==> src/rtl/spi_frame_master.sv <==
// -----------------------------------------------------------------------------
// spi_frame_master
//   SPI mode-0 transmitter. Each accepted request is serialised as one frame
//   F = {cmd, data}, MSB first, onto sclk/ss_n/mosi. All SPI outputs and the
//   status flags are registered.
//
//   Frame sequence (each timed state lasts CLK_DIV clk cycles):
//     IDLE -> SETUP -> HIGH -> LOW -> HIGH ... HIGH -> HOLD -> GAP -> IDLE
//   ss_n is low for (2N+1)*CLK_DIV cycles, with exactly N sclk rising edges.
//
// Ports
//   clk      in   clock
//   reset    in   synchronous, active-high reset
//   i_valid  in   request offered
//   o_ready  out  request accepted on a clk edge when i_valid & o_ready
//   i_cmd    in   [CMD_BITS]  command field (sent first)
//   i_data   in   [DATA_BITS] payload field
//   o_sclk   out  SPI clock, idle low
//   o_ss_n   out  SPI select, active low
//   o_mosi   out  SPI data, changes only while o_sclk is low
//   o_busy   out  high from acceptance until the inter-frame gap ends
//   o_done   out  one-cycle pulse on the cycle ss_n returns high
//
// Configuration macro
//   SPI_FRAME_QUEUE_EN : when defined, a 2-entry FIFO sits ahead of the FSM and
//                        o_ready = !full. When undefined, requests are accepted
//                        only in IDLE and captured straight into the shifter.
// -----------------------------------------------------------------------------
module spi_frame_master #(
  parameter int CLK_DIV    = 4,
  parameter int CMD_BITS   = 4,
  parameter int DATA_BITS  = 6,
  parameter int GAP_CYCLES = 8
) (
  input  logic                 clk,
  input  logic                 reset,
  input  logic                 i_valid,
  output logic                 o_ready,
  input  logic [CMD_BITS-1:0]  i_cmd,
  input  logic [DATA_BITS-1:0] i_data,
  output logic                 o_sclk,
  output logic                 o_ss_n,
  output logic                 o_mosi,
  output logic                 o_busy,
  output logic                 o_done
);

  localparam int N     = CMD_BITS + DATA_BITS;
  localparam int BIT_W = (N > 1) ? $clog2(N) : 1;
  localparam logic [BIT_W-1:0] LAST_BIT   = BIT_W'(N - 1);
  localparam logic [7:0]       DIV_RELOAD = 8'(CLK_DIV - 1);
  localparam logic [7:0]       GAP_RELOAD = 8'(GAP_CYCLES - 1);

  typedef enum logic [2:0] {
    ST_IDLE  = 3'd0,
    ST_SETUP = 3'd1,
    ST_HIGH  = 3'd2,
    ST_LOW   = 3'd3,
    ST_HOLD  = 3'd4,
    ST_GAP   = 3'd5
  } state_t;

  state_t           state_q, state_d;
  logic [7:0]       cnt_q, cnt_d;
  logic [BIT_W-1:0] bit_q, bit_d;
  logic [N-1:0]     shift_q, shift_d;

  logic sclk_q, sclk_d;
  logic ss_n_q, ss_n_d;
  logic mosi_q, mosi_d;
  logic busy_q, busy_d;
  logic done_q, done_d;

  // Frame start request and the word that frame will carry.
  logic         start_s;
  logic [N-1:0] start_word_s;

`ifdef SPI_FRAME_QUEUE_EN
  logic [N-1:0] fifo_q [2];
  logic         wr_ptr_q;
  logic         rd_ptr_q;
  logic [1:0]   count_q;
  logic         push_s;
  logic         pop_s;

  assign o_ready      = (count_q != 2'd2) & ~reset;
  assign push_s       = i_valid & o_ready;
  assign start_s      = (state_q == ST_IDLE) && (count_q != 2'd0);
  assign pop_s        = start_s;
  assign start_word_s = fifo_q[rd_ptr_q];

  // FIFO storage: written on push, contents need no reset.
  always_ff @(posedge clk) begin
    if (push_s) begin
      fifo_q[wr_ptr_q] <= {i_cmd, i_data};
    end
  end

  // FIFO pointers and occupancy; simultaneous push/pop leaves occupancy unchanged.
  always_ff @(posedge clk) begin
    if (reset) begin
      wr_ptr_q <= 1'b0;
      rd_ptr_q <= 1'b0;
      count_q  <= 2'd0;
    end else begin
      if (push_s) wr_ptr_q <= ~wr_ptr_q;
      if (pop_s)  rd_ptr_q <= ~rd_ptr_q;
      case ({push_s, pop_s})
        2'b10:   count_q <= count_q + 2'd1;
        2'b01:   count_q <= count_q - 2'd1;
        default: count_q <= count_q;
      endcase
    end
  end
`else
  assign o_ready      = (state_q == ST_IDLE) & ~reset;
  assign start_s      = i_valid & o_ready;
  assign start_word_s = {i_cmd, i_data};
`endif

  // State, counters, shifter and registered outputs.
  always_ff @(posedge clk) begin
    if (reset) begin
      state_q <= ST_IDLE;
      cnt_q   <= 8'd0;
      bit_q   <= '0;
      shift_q <= '0;
      sclk_q  <= 1'b0;
      ss_n_q  <= 1'b1;
      mosi_q  <= 1'b0;
      busy_q  <= 1'b0;
      done_q  <= 1'b0;
    end else begin
      state_q <= state_d;
      cnt_q   <= cnt_d;
      bit_q   <= bit_d;
      shift_q <= shift_d;
      sclk_q  <= sclk_d;
      ss_n_q  <= ss_n_d;
      mosi_q  <= mosi_d;
      busy_q  <= busy_d;
      done_q  <= done_d;
    end
  end

  // Next-state logic: the divider reloads on every state entry, otherwise counts down.
  always_comb begin
    state_d = state_q;
    cnt_d   = cnt_q;
    bit_d   = bit_q;
    shift_d = shift_q;
    case (state_q)
      ST_IDLE: begin
        if (start_s) begin
          state_d = ST_SETUP;
          cnt_d   = DIV_RELOAD;
          bit_d   = '0;
          shift_d = start_word_s;
        end else begin
          state_d = ST_IDLE;
        end
      end
      ST_SETUP, ST_LOW: begin
        if (cnt_q == 8'd0) begin
          state_d = ST_HIGH;
          cnt_d   = DIV_RELOAD;
        end else begin
          cnt_d = cnt_q - 8'd1;
        end
      end
      ST_HIGH: begin
        if (cnt_q == 8'd0) begin
          cnt_d = DIV_RELOAD;
          if (bit_q == LAST_BIT) begin
            state_d = ST_HOLD;
          end else begin
            // Next bit moves to the shifter MSB, presented while sclk is low.
            state_d = ST_LOW;
            bit_d   = bit_q + 1'b1;
            shift_d = shift_q << 1;
          end
        end else begin
          cnt_d = cnt_q - 8'd1;
        end
      end
      ST_HOLD: begin
        if (cnt_q == 8'd0) begin
          state_d = ST_GAP;
          cnt_d   = GAP_RELOAD;
        end else begin
          cnt_d = cnt_q - 8'd1;
        end
      end
      ST_GAP: begin
        if (cnt_q == 8'd0) begin
          state_d = ST_IDLE;
        end else begin
          cnt_d = cnt_q - 8'd1;
        end
      end
      default: begin
        state_d = ST_IDLE;
        cnt_d   = 8'd0;
      end
    endcase
  end

  // Output decode from the next state so the registered pins line up with it.
  always_comb begin
    sclk_d = 1'b0;
    ss_n_d = 1'b1;
    mosi_d = 1'b0;
    busy_d = 1'b1;
    done_d = 1'b0;
    case (state_d)
      ST_IDLE: begin
        busy_d = 1'b0;
      end
      ST_SETUP, ST_LOW, ST_HOLD: begin
        ss_n_d = 1'b0;
        mosi_d = shift_d[N-1];
      end
      ST_HIGH: begin
        ss_n_d = 1'b0;
        sclk_d = 1'b1;
        mosi_d = shift_d[N-1];
      end
      ST_GAP: begin
        done_d = (state_q == ST_HOLD);
      end
      default: begin
        busy_d = 1'b0;
      end
    endcase
  end

  assign o_sclk = sclk_q;
  assign o_ss_n = ss_n_q;
  assign o_mosi = mosi_q;
  assign o_busy = busy_q;
  assign o_done = done_q;

endmodule
==> config.mk <==
export PLATFORM = sky130hd
export DESIGN_NAME = spi_frame_master
export DESIGN_NICKNAME = d
export VERILOG_FILES = /design/src/rtl/spi_frame_master.sv
export SDC_FILE = /design/constraint.sdc
export NUM_CORES = 1
export LEC_CHECK = 0
export BUFFER_PORTS_ARGS = -buffer_cell sky130_fd_sc_hd__clkbuf_2
export CAP_MARGIN = 10
export CORE_MARGIN = 2
export CORE_UTILIZATION = 29
export DETAILED_ROUTE_END_ITERATION = 12
export GPL_TIMING_DRIVEN = 0
export PLACE_DENSITY = 0.57
export REMOVE_ABC_BUFFERS = 1
export SLEW_MARGIN = 20
export SYNTH_ARGS = -nofsm -noshare
export SYNTH_HDL_FRONTEND = slang
export SYNTH_SLANG_ARGS = --single-unit
==> constraint.sdc <==
create_clock -name clk -period 4.01 [get_ports clk]
set_input_delay 0.2005 -clock clk [delete_from_list [all_inputs] [get_ports clk]]
set_output_delay 0.2005 -clock clk [all_outputs]
set_load 0.02 [all_outputs]
==> results of run 1 <==
worst max-delay path: stages (launching register included):
cell and delay (ps):
dfxtp_1 320, inv_1 80, ha_1 230, or3b_1 520, or4_1 830, or3_1 440, a21oi_1 130
synthesized netlist by cell type, types with 2 or more instances:
cell type  count
and2_1         2
nor3b_1        2
dfxtp_1       30
ha_1           3
nor2b_1        2
a22oi_1        9
o32ai_1        2
a31oi_1        3
or3b_2         2
or2_2          2
clkbuf_2       2
nor2_1         5
or4_1          6
o31ai_1        6
a22o_1         2
clkbuf_1      11
a21oi_1       26
o21ai_0        5
nand2b_1       4
nor3_1         3
nand3_1       15
inv_1          6
nand2_1        6
nor4_1         6
or3_1          5
final timing paths:
| path | depth (start not counted) | startpoint | endpoint |
|---|---|---|---|
| max | 6 | cnt_q[0] | bit_q[3] |
| min reg2reg | 2 | shift_q[1] | shift_q[1] |
| min | 3 | i_data[0] | shift_q[0] |
| max reg2reg | 6 | cnt_q[0] | bit_q[3] |
layer usage:
layer | GRT usage, % | up-vias
met5 | 0 | -
li1 | - | 727
met2 | 18.6 | 29
met1 | 15.4 | 664
met3 | 3.20 | 7
met4 | 5.45 | 0
sequential cells by signal (all words and copies together), names as in the netlist:
signal / count
shift_q: 10
cnt_q: 8
bit_q: 4
state_q: 3
o_busy: 1
o_done: 1
o_mosi: 1
o_sclk: 1
o_ss_n: 1
logic make-up after synthesis:
| group | Yosys count | synth area share [%] |
|---|---|---|
| AO/OA/AOI/OAI | 63 | 27.1 |
| adder cells (fa/ha/maj) | 3 | 2.47 |
| buffers and inverters | 20 | 5.18 |
| flip-flops | 30 | 39.4 |
| AND/OR/NAND/NOR | 66 | 25.8 |
area by class of cell:
type                       count  area share, %
multi-input combinational    132           48.6
sequential                    30           34.3
timing repair buffer          19           5.58
tap                           70           5.01
clock buffer                   7           4.94
inverter                       6           1.29
clock inverter                 1          0.286
stage by stage:
step           cells  setup slack [ps]
6_report         265              1380
5_1_grt          265              1240
4_1_cts          265              1380
3_5_place_dp     257              1410
3_3_place_gp     256               896
2_1_floorplan    168              1660
where the power goes:
group	internal (uW)	total [uW]	switching [uW]
registers	322	347	25.4
clock network	138	249	111
logic	74.7	186	112
==> impl_metrics.json, run 1 <==
{
  "syn_area_per_cell_um2": 8.37,
  "arrival_ps": 2840,
  "drt_pass1_iterations": 5,
  "clkLatencyLatePin_ps": 280,
  "cp-start-kind": "register",
  "final_cell_mix": "dfxtp_1, a21oi_1, clkbuf_2",
  "worst-r2r-setup-slack_ps": 1380,
  "dp_hpwl_mm": 2.27,
  "ys.flop_type": "dfxtp_1",
  "synth_top_area_share_pct": 39.4,
  "slew_headroom_pct": 48.9,
  "layout_commonest_cell": "dfxtp_1",
  "finalCritPeriodShare_pct": 65.5,
  "grt_max_degree": 23,
  "cts_root_buf": "clkbuf_8",
  "drc_errors": 0,
  "antenna_found_initial": 0,
  "power.total_uw": 783,
  "clkSlewWorstSetupHoldPaths_ps": 60,
  "final_area_um2": 1750,
  "num_rows": 26,
  "clockBufferDepth": 2,
  "fin_crit_ps": 2630,
  "place.gp.congestion": 0.776,
  "cts_tree": "done",
  "power.leakage_uw": 0.000618,
  "clock.fmax_mhz": 381,
  "vias_per_cell": 5.38,
  "cts.htree.levels": 2,
  "status": "finished, final reports clean",
  "place_area_um2": 1660,
  "required_ps": 4230,
  "nFillCells": 559,
  "port_buffers": 18,
  "cp-end-kind": "register",
  "hold_path.class": "in2reg",
  "rsz0062_at_grt": "false",
  "finalSetupViolations": 0,
  "core_area_um2": 5070,
  "ys_ff_latch": 30,
  "die_h_um": 76.5,
  "wl_per_cell_um": 12.7,
  "synthToLayoutAreaGrowth_pct": 14.9,
  "num_antenna_cells": 0,
  "nets": 210,
  "synth_cell_types": 42,
  "num_vias": 1427,
  "wl_met1_mm": 1.72,
  "clock-sinks": 30,
  "multi_input_area_um2": 850,
  "tightest_slew_ps": 760,
  "maxCapViolCount": 0,
  "drive_gt1_share_pct": 17.4,
  "drtIter0Drc": 107,
  "wl_met2_mm": 1.47,
  "die_w_um": 76.5,
  "start_util_pct": 30.0,
  "syn_area_um2": 1520,
  "highest_layer": "met4",
  "ys_seq_area_share_pct": 39.4,
  "synth_area_leader_cell": "dfxtp_1",
  "power_density_nw_per_um2": 448,
  "grt_pass1_wl_mm": 5.72,
  "utilization_pct": 34.5,
  "ys_warn_count": 0,
  "cts_made_buffers": 5,
  "peakVddDrop_v": 0.000193,
  "wl_met3_um": 130,
  "holdWs_ps": 135,
  "cts_setup_buffers": 0,
  "hold_buffers": 0,
  "hold_viol_final": 0,
  "finClkSkew_ps": 2.97,
  "crit_type": "reg2reg",
  "die-area_um2": 5850,
  "post_cts_resized": 0,
  "ant_nets": 0,
  "overflow": 0,
  "routed_wl_mm": 3.38,
  "slew_violations": 0,
  "grt_pass1_vias": 1291,
  "synth_edf_count": 0,
  "grt_usage_pct": 11.9,
  "setup_tns_ps": 0,
  "postSynthCellCount": 182,
  "worstPathMaxFanout": 16,
  "async_flop_share_pct": 0,
  "synthTopCellsByArea": "dfxtp_1, a21oi_1, nand3_1",
  "io_pins": 19,
  "seq_area_um2": 601
}
(Power assumes the default switching activity.)
==> run 2: changes to the inputs <==
Settings changed: PLACE_DENSITY 0.57 to 0.58.
Clock period 4.01 ns to 2.3 ns, I/O delays scaled along.
==> impl_metrics.json, run 2 (synthesis results as in run 1) <==
{
  "cpPeakStageDelay_ps": 570,
  "cpMaxStageDelayCell": "or4_4",
  "cts.htree.levels": 2,
  "drt_pass1_iterations": 4,
  "slew_headroom_pct": 48.5,
  "grt_usage_pct": 12.1,
  "place_ws_ps": -294,
  "maxCapViolCount": 0,
  "cts_made_buffers": 5,
  "grt_pass1_wl_mm": 5.82,
  "core_area_um2": 5070,
  "arrival_ps": 2420,
  "routed_wl_mm": 3.34,
  "fin_ws_ps": 99.3,
  "dp_hpwl_mm": 2.23,
  "largest_register_ff_count": 10,
  "layout_commonest_cell": "dfxtp_1",
  "cp-start-kind": "register",
  "crit_path_cell_trace": "inv_1 > ha_2 > or3b_4 > or4_4 > or3_1 > a21oi_1",
  "worstPathMaxFanout": 9,
  "num_antenna_cells": 0,
  "power_density_nw_per_um2": 802,
  "top_regs": "shift_q x10, cnt_q x8, bit_q x4",
  "clock.fmax_mhz": 454,
  "start_util_pct": 30.0,
  "cp-end-kind": "register",
  "holdWs_ps": 48.6,
  "power.leakage_uw": 0.000638,
  "antenna_found_initial": 0,
  "num_rows": 26,
  "finClkSkew_ps": 7.09,
  "slew_violations": 0,
  "setup_tns_ps": 0,
  "clock-sinks": 30,
  "power.total_uw": 1440,
  "peakVddDrop_v": 0.000289,
  "hold_path.class": "in2reg",
  "die-area_um2": 5850,
  "status": "finished, final reports clean",
  "ant_nets": 0,
  "required_ps": 2520,
  "clkLatencyLatePin_ps": 280,
  "drc_errors": 0,
  "tightest_slew_ps": 766,
  "clkSlewWorstSetupHoldPaths_ps": 60,
  "overflow": 0,
  "die_w_um": 76.5,
  "vias_per_cell": 5.33,
  "port_buffers": 18,
  "final_cell_mix": "dfxtp_1, a21oi_1, clkbuf_2",
  "grt_max_degree": 23,
  "crit_type": "reg2reg",
  "num_vias": 1423,
  "finalSetupViolations": 0,
  "place.gp.congestion": 0.798,
  "nets": 212,
  "largest_register": "shift_q",
  "grt_pass1_vias": 1291,
  "hold_buffers": 0,
  "io_pins": 19,
  "drtIter0Drc": 98,
  "drive_gt1_share_pct": 21.8,
  "nFillCells": 567,
  "wl_per_cell_um": 12.5,
  "hold_viol_final": 0,
  "synthToLayoutAreaGrowth_pct": 18.2,
  "finalCritPeriodShare_pct": 95.7,
  "fin_crit_ps": 2200,
  "cts_root_buf": "clkbuf_8",
  "cts_tree": "done",
  "die_h_um": 76.5,
  "clockBufferDepth": 2
}
==> run 2: cell types whose count changed in the layout (fill, tap and decap cells not counted), sizes merged <==
cell,before,now
buf,1,3
clkbuf,25,26
clkinv,1,0
==> run 2: cell type report <==
type / instances / area [um^2] / share of cell area (%)
Multi-Input combinational cell: 132 / 865 / 48.0
Inverter: 6 / 22.5 / 1.25
Timing Repair Buffer: 21 / 113 / 6.25
Tap cell: 70 / 87.6 / 4.86
Sequential cell: 30 / 603 / 33.5
Clock buffer: 8 / 110 / 6.12
==> run 2: power breakdown <==
group          internal [uW]  switching [uW]  leakage, uW  total [uW]
Sequential               561            43.2     0.000246         604
Clock                    302             196    0.0000575         498
Combinational            139             202     0.000335         341
Total                   1000             441     0.000638        1440
==> run 2: layer usage <==
layer | global-route usage (%) | wire length (um) | up-vias
li1 | - | - | 727
met1 | 16.0 | 1740 | 672
met2 | 18.4 | 1450 | 19
met3 | 3.55 | 105 | 5
met4 | 4.91 | 43 | 0
met5 | 0 | 0 | -
==> run 2: critical path, delay by kind of cell (launching register included) <==
kind,cells,cell delay [ps]
buf+inv,1,80
simple gates,3,1380
compound gates,1,130
flops,1,320
fa+ha+maj,1,220
==> run 2: repair_timing <==
item	CTS	global route
setup endpoints to repair	15	6
setup buffers	0	2
resized for setup	4	2
endpoints found under the hold margin	0	0
pin swaps	1	1
==> run 2: per-stage QoR <==
step                utilization (%)  instance area (um^2)  cells
floorplan                         -                  1470    168
global placement               32.4                  1640    256
detailed placement             32.7                  1660    257
CTS                            35.0                  1780    265
global route                   35.5                  1800    267
finish                         35.5                  1800    267
==> run 2: path summary, 6_finish.rpt <==
| check | cells after the start | endpoint | slack, ps | startpoint |
|---|---|---|---|---|
| worst min register to register | 2 | shift_q[7] | 470 | shift_q[7] |
| worst max register to register | 6 | bit_q[3] | 100 | cnt_q[0] |
| worst max-delay path | 6 | bit_q[3] | 100 | cnt_q[0] |
| worst min-delay path | 3 | shift_q[0] | 50 | i_data[0] |
==> run 3: changes to the inputs <==
Settings changed: ABC_AREA set to 1.
==> impl_metrics.json, run 3 <==
{
  "largest_register_ff_count": 10,
  "required_ps": 2470,
  "ys_seq_area_share_pct": 35.7,
  "synthToLayoutAreaGrowth_pct": 13.6,
  "worstPathMaxFanout": 11,
  "largest_register": "shift_q",
  "tightest_slew_ps": 678,
  "die_w_um": 80.1,
  "clock.fmax_mhz": 526,
  "syn_area_per_cell_um2": 7.78,
  "top_regs": "shift_q x10, cnt_q x8, bit_q x4",
  "synth_area_leader_cell": "dfxtp_1",
  "slew_headroom_pct": 54.5,
  "core_area_um2": 5540,
  "clock-sinks": 30,
  "ys_warn_count": 0,
  "cp_num_buf_inv": 3,
  "final_area_um2": 1910,
  "crit_path_cell_trace": "inv_2 > nand3_4 > nor3_2 > inv_1 > nand2_1 > inv_1 > o21ai_0 > a21oi_1",
  "synth_top_area_share_pct": 35.7,
  "rsz0062_at_grt": "false",
  "grt_pass1_wl_mm": 5.62,
  "io_pins": 19,
  "layout_commonest_cell": "nand2_1",
  "port_buffers": 18,
  "power_density_nw_per_um2": 943,
  "drt_pass1_iterations": 4,
  "finalSetupViolations": 0,
  "drtIter0Drc": 109,
  "setup_tns_ps": 0,
  "drive_gt1_share_pct": 31.2,
  "hold_viol_final": 0,
  "nets": 252,
  "place_area_um2": 1820,
  "cts_tree": "done",
  "die-area_um2": 6420,
  "start_util_pct": 30.3,
  "dp_cells": 301,
  "num_antenna_cells": 0,
  "grt_max_degree": 22,
  "status": "finished, final reports clean",
  "hold_buffers": 0,
  "post-synth-top-count-cell": "nand2_1",
  "worst-r2r-setup-slack_ps": 400,
  "cts_made_buffers": 5,
  "num_vias": 1389,
  "clkLatencyLatePin_ps": 280,
  "syn_area_um2": 1680,
  "slew_violations": 0,
  "synthTopCellsByArea": "dfxtp_1, nand2_1, nand2_4",
  "routed_wl_mm": 3.09,
  "place.gp.congestion": 0.810,
  "grt_usage_pct": 11.2,
  "final_cell_mix": "nand2_1, dfxtp_1, inv_1, clkbuf_2, nand3_1",
  "cpLargestDelayFamily": "simple AND/OR/NAND/NOR gates",
  "vias_per_cell": 4.50,
  "clkSlewWorstSetupHoldPaths_ps": 70,
  "synth_common_cells": "nand2_1, dfxtp_1, inv_1",
  "wl_per_cell_um": 10.0,
  "antenna_found_initial": 0,
  "cts_setup_buffers": 0,
  "maxCapViolCount": 0,
  "cts.htree.levels": 2,
  "ant_nets": 0,
  "power.leakage_uw": 0.000820,
  "hold_path.class": "in2reg",
  "die_h_um": 80.1,
  "crit_type": "reg2reg",
  "cp-start-kind": "register",
  "cpMaxStageDelayCell": "nor3_2",
  "num_rows": 27,
  "synth_edf_count": 0,
  "post_cts_resized": 0,
  "ys.flop_type": "dfxtp_1",
  "cp-end-kind": "register",
  "arrival_ps": 2070,
  "cpPeakStageDelay_ps": 530,
  "clockBufferDepth": 2,
  "cts_root_buf": "clkbuf_8",
  "dp_hpwl_mm": 2.34,
  "drc_errors": 0,
  "fin_crit_ps": 1900,
  "final_cells": 309,
  "async_flop_share_pct": 0,
  "peakVddDrop_v": 0.000391,
  "path_common_cell": "inv_1",
  "postSynthCellCount": 216,
  "synth_cell_types": 37,
  "grt_pass1_vias": 1300,
  "finalCritPeriodShare_pct": 82.7,
  "finClkSkew_ps": 5.96,
  "overflow": 0,
  "ys_ff_latch": 30
}
[run 3: changes by cell type after synthesis, sizes merged, moves of 9 or more]
cell,previous run,this run
nand2,6,63
inv,6,27
nor2,5,20
a21oi,26,12
clkbuf,13,1
a22oi,9,0
[run 3: cells by family (layout without fill, tap and decap cells)]
family          Yosys count  count (layout)  share of synthesized area, %
compound gates           34              34                          12.9
fa+ha+maj                 3               3                          2.23
xor+xnor                  2               2                          1.04
buf+inv                  33              54                          9.01
simple gates            114             114                          39.1
flops                    30              30                          35.7
[run 3: worst register-to-register path, stage by stage, from the launching register on]
cell,delay [ps]
dfxtp_1,350
inv_2,160
nand3_4,120
nor3_2,540
inv_1,240
nand2_1,190
inv_1,70
o21ai_0,80
a21oi_1,60
[run 3: path summary, 6_finish.rpt]
path	to	start	cells after the start
min	shift_q[0]	i_data[0]	3
max	bit_q[0]	state_q[0]	8
min reg2reg	shift_q[0]	shift_q[0]	2
max reg2reg	bit_q[0]	state_q[0]	8
[run 3: area by class of cell]
cell class,instances,area [um^2]
clock buffers,7,86.3
clock inverters,1,5.00
fillers,627,3630
inverters,28,109
multi-input cells,153,928
flip-flops and latches,30,601
well taps,72,90.1
repair buffers,18,90.1
[run 3: report_power, final]
part / total [uW] / internal [uW] / switching, uW
Sequential: 637 / 589 / 48.5
Clock: 443 / 241 / 202
Combinational: 720 / 248 / 471
Total: 1800 / 1080 / 722
[run 3: routing by layer]
layer | vias up | wire length [um] | GRT usage, %
met1 | 617 | 1530 | 14.8
met2 | 25 | 1390 | 17.1
met3 | 6 | 130 | 3.37
li1 | 741 | - | -
met4 | 0 | 38 | 4.07
met5 | - | 0 | 0
[run 3: through the flow]
| stage | hold slack (ps) | worst slack [ps] | total power, uW | utilization, % |
|---|---|---|---|---|
| 6_report | 57.6 | 398 | 1800 | 34.5 |
| 5_1_grt | 70.2 | 160 | 1950 | 34.5 |
| 4_1_cts | 51.6 | 359 | 1830 | 34.5 |
| 3_5_place_dp | 355 | 384 | 1380 | 32.8 |
| 3_3_place_gp | 352 | 397 | 1370 | 32.8 |
| 2_1_floorplan | 184 | 788 | 1240 | - |
